==> src/rtl/toggle_ctrl.sv <==
// rtl/toggle_ctrl.sv - programmable square-wave toggle sequencer with start/busy/done handshake
// Bursts of N toggles spaced half_period cycles apart, or continuous until stop.
module toggle_ctrl #(
  parameter int CNT_W = 16,
  parameter int NUM_W = 8
) (
  input  logic             clk,
  input  logic             rst,
  input  logic             start,
  input  logic             stop,
  input  logic [CNT_W-1:0] half_period,
  input  logic [NUM_W-1:0] num_toggles,
  output logic             q,
  output logic             busy,
  output logic             done,
  output logic [NUM_W-1:0] toggle_cnt
);

  typedef enum logic [1:0] {
    IDLE = 2'd0,
    RUN  = 2'd1,
    DONE = 2'd2
  } state_t;

  state_t           state;
  logic [CNT_W-1:0] period_cnt;
  logic [CNT_W-1:0] hp_latched;
  logic [NUM_W-1:0] num_latched;

  always_ff @(posedge clk or posedge rst) begin
    if (rst) begin
      state       <= IDLE;
      q           <= 1'b0;
      busy        <= 1'b0;
      done        <= 1'b0;
      toggle_cnt  <= '0;
      period_cnt  <= '0;
      hp_latched  <= '0;
      num_latched <= '0;
    end else begin
      case (state)
        IDLE: begin
          done <= 1'b0;
          // A zero half-period would never toggle, so such requests are dropped.
          if (start && (half_period != '0)) begin
            hp_latched  <= half_period;
            num_latched <= num_toggles;
            q           <= 1'b0;
            toggle_cnt  <= '0;
            period_cnt  <= '0;
            busy        <= 1'b1;
            state       <= RUN;
          end
        end
        RUN: begin
          if (stop) begin
            q     <= 1'b0;
            busy  <= 1'b0;
            done  <= 1'b1;
            state <= DONE;
          end else if (period_cnt == hp_latched - CNT_W'(1)) begin
            q          <= ~q;
            period_cnt <= '0;
            toggle_cnt <= toggle_cnt + NUM_W'(1);
            // num_latched of zero means continuous; the count simply wraps.
            if ((num_latched != '0) && (toggle_cnt + NUM_W'(1) == num_latched)) begin
              busy  <= 1'b0;
              done  <= 1'b1;
              state <= DONE;
            end
          end else begin
            period_cnt <= period_cnt + CNT_W'(1);
          end
        end
        DONE: begin
          done  <= 1'b0;
          state <= IDLE;
        end
        default: begin
          busy  <= 1'b0;
          done  <= 1'b0;
          state <= IDLE;
        end
      endcase
    end
  end

endmodule

==> config.mk <==
export PLATFORM = sky130hd
export DESIGN_NAME = toggle_ctrl
export DESIGN_NICKNAME = d
export VERILOG_FILES = /design/src/rtl/toggle_ctrl.sv
export SDC_FILE = /design/constraint.sdc
export NUM_CORES = 1
export LEC_CHECK = 0
export BUFFER_PORTS_ARGS = -buffer_cell sky130_fd_sc_hd__buf_4
export CAP_MARGIN = 20
export CORE_MARGIN = 3
export CORE_UTILIZATION = 60
export CTS_CLUSTER_DIAMETER = 30
export DETAILED_ROUTE_END_ITERATION = 8
export GPL_ROUTABILITY_DRIVEN = 0
export GPL_TIMING_DRIVEN = 0
export PLACE_DENSITY_LB_ADDON = 0.12
export SYNTH_ARGS = -nofsm -noshare
export SYNTH_HDL_FRONTEND = slang
export SYNTH_SLANG_ARGS = --single-unit
==> constraint.sdc <==
create_clock -name clk -period 6.45 [get_ports clk]
set_clock_uncertainty 0.15 [all_clocks]
set_input_delay 0 -clock clk [delete_from_list [all_inputs] [get_ports clk]]
set_output_delay 0 -clock clk [all_outputs]
set_load 0.005 [all_outputs]
==> key figures <==
Run status
  – Status: finished clean

Global routing
  – Total track usage: 26.2%
  – Largest net degree at the start of global routing: 38
  – First-pass GRT wire length: 13000 um
  – Vias in the first global route: 2745
  – Initial antenna violation count: 0
  – Gr ovfl total: 0

Final layout
  – Layout Cells excl Fill: 463
  – Share of cells above drive strength 1: 20.7%
  – ANT cells: 0
  – Final net count: 426
  – Area grow syn2layout: 23.0%

Die
  – Num ports: 39
  – Die W: 78.8 um
  – Initial Util: 64.8%
  – Core Box Area: 0.00491 mm^2
  – Cell row count: 25
  – Die area: 0.00621 mm^2
  – Die Ht: 78.8 um

Detailed routing
  – Routed wire length: 7360 um
  – DR vias: 2679
  – # DRC: 0
  – Wire per inst: 15.9 um
  – Post-DRT Antenna Nets: 0
  – Vias per cell: 5.79
  – Pre-antenna DRT Iters: 4
  – Starting DRT DRC Count: 132

Synthesis
  – Area of the mapped netlist: 0.00318 mm^2
  – Synth Area per Inst: 9.85 um^2
  – Commonest cells post-synth: dfrtp_1 (53), nor2_1 (28), xnor2_1 (26), mux2_2 (24), nand2_1 (21)
  – Main flop type after synthesis: dfrtp_1
  – Post-synth cell types: 53
  – Leading area contributor after synthesis: dfrtp_1
  – Top cell type's share of synthesized area: 41.7%
  – Net Count, Synth: 354
  – FFs w/ async S/R, synth: 100%
  – Yosys Warn Count: 0
  – Most numerous cell in the Yosys netlist: dfrtp_1
  – Seq/Total Area, Yosys: 41.7%
  – Synth top area cells: dfrtp_1 (42%), mux2_2 (8.5%), xnor2_1 (7.2%)
  – Yosys reg bits: 53
  – Post-synth EDFFs: 0
  – Cell count after synthesis: 323

Clock tree
  – H-tree depth: 2
  – Maximum buffer depth of the clock tree: 2
  – Cts repair resizes: 0
  – Setup bufs post-CTS: 0
  – Clk Latency, worst-skew pair: 300 ps
  – CTS buffer count: 5
  – CTS sink count: 53
  – Root Buffer: clkbuf_8
  – Clock-pin slew on the worst setup and hold paths: 90 ps
  – CTS tree: built

Power
  – Leak pwr: 1.61 nW
  – P per Cell Area: 338 mW/mm^2
  – Worst-case vdd ir drop: 0.214 mV

Critical path
  – Startpoint types: flip-flop
  – Arrival time worst endpoint: 3420 ps
  – WS Path Type: reg2reg
  – Worst Path Required: 6500 ps
  – Crit path capture type: flip-flop
  – Worst-path fanout max: 10
  – R2R cell count: 8

Hold path
  – Worst Hold Class: in2reg
  – Worst Hold Depth: 5

Placement
  – IO Port Bufs: 38
  – Post-DP HPWL: 5370 um
  – Dpl cells: 429

Timing
  – Slew HR: 61.5%
  – Slew @ Worst Pin: 571 ps
  – Hold slack final: 39.7 ps
  – Setup TNS: 0 ps
  – Fmax: 297 MHz
  – Final Max Tran Viols: 0
  – Min Tclk post-route: 3370 ps
  – Final setup vio count: 0
  – Final hold viol count: 0
  – RSZ-0062 raised after global routing: false
  – Tcrit/Tclk final: 52.3%

Run
  – MaxCap Viol Count: 0
==> where the power goes <==
part           switching (mW)  internal, mW  total (mW)
registers               0.135         0.433       0.569
logic                   0.292         0.281       0.573
clock network           0.106        0.0756       0.182
total                   0.533         0.790        1.32
==> final timing paths <==
kind                            slack (ps)                   endpoint                       from
worst min-delay path                    40           busy$_DFFE_PP0P_                      start
worst max register to register        3080  period_cnt[7]$_DFFE_PP0P_  hp_latched[7]$_DFFE_PP0P_
max in group asynchronous             5550  toggle_cnt[6]$_DFFE_PP0P_                        rst
worst max-delay path                  3080  period_cnt[7]$_DFFE_PP0P_  hp_latched[7]$_DFFE_PP0P_
min in group asynchronous               80  period_cnt[7]$_DFFE_PP0P_                        rst
worst min register to register         370           done$_DFFE_PP0P_           done$_DFFE_PP0P_
==> cell type report <==
class | count | area (um^2)
inverters | 13 | 48.8
plain buffers | 13 | 63.8
clock buffers | 6 | 72.6
fillers | 326 | 998
well taps | 67 | 83.8
repair buffers | 65 | 566
clock inverters | 2 | 10.0
flip-flops and latches | 53 | 1330
multi-input cells | 244 | 1740
==> flip-flops by register name, indices dropped and copies added (netlist names) <==
register and cells:
num_latched 8, hp_latched 16, state 2, q 1, done 1, period_cnt 16
busy 1, toggle_cnt 8
==> stage by stage <==
step	power (mW)	instance area (um^2)	utilization, %	setup slack (ps)
after global placement	1.10	3550	72.3	3130
after detailed placement	1.13	3570	72.7	3120
after CTS	1.32	3910	79.7	3100
final	1.32	3910	79.7	3080
after floorplan	0.971	3180	-	3670
after global routing	1.42	3910	79.7	2900
==> kinds of logic after synthesis <==
logic type,Yosys count,synth area share (%)
simple gates,129,22.9
flops,53,41.7
compound gates,44,9.95
xor+xnor,41,11.3
mux,27,9.44
buf+inv,26,3.54
fa+ha+maj,3,1.18
==> critical path: stages, from the launching register on <==
cell and delay (ps):
dfrtp_1 490, nor4_4 500, nand4_2 200, or4_1 540, a221oi_1 290, nand4_1 260
a21oi_2 490, buf_4 270, nor2_1 70
==> what timing repair did <==
item / 4_1_cts / 5_1_grt
setup endpoints to repair: 0 / 0
hold buffers: 26 / 0
hold endpoints to repair: 83 / 0
==> layout by cell type, fill, tap and decap left out, drive strengths merged, types with 13 or more instances in the layout <==
cell         count
dfrtp           53
buf             42
nor2            28
xnor2           26
dlygate4sd3     26
mux2            24
nand2           21
clkbuf          16
xor2            15
nand3           14
inv             13
==> layer usage <==
| metal | GRT usage (%) | vias up | wire length [um] |
|---|---|---|---|
| li1 | - | 1311 | - |
| met1 | 32.4 | 1291 | 3170 |
| met2 | 48.0 | 66 | 3870 |
| met3 | 3.06 | 11 | 234 |
| met4 | 7.52 | 0 | 89 |
| met5 | 0 | - | 0 |
Note: power is estimated with default switching activity, not from simulation.
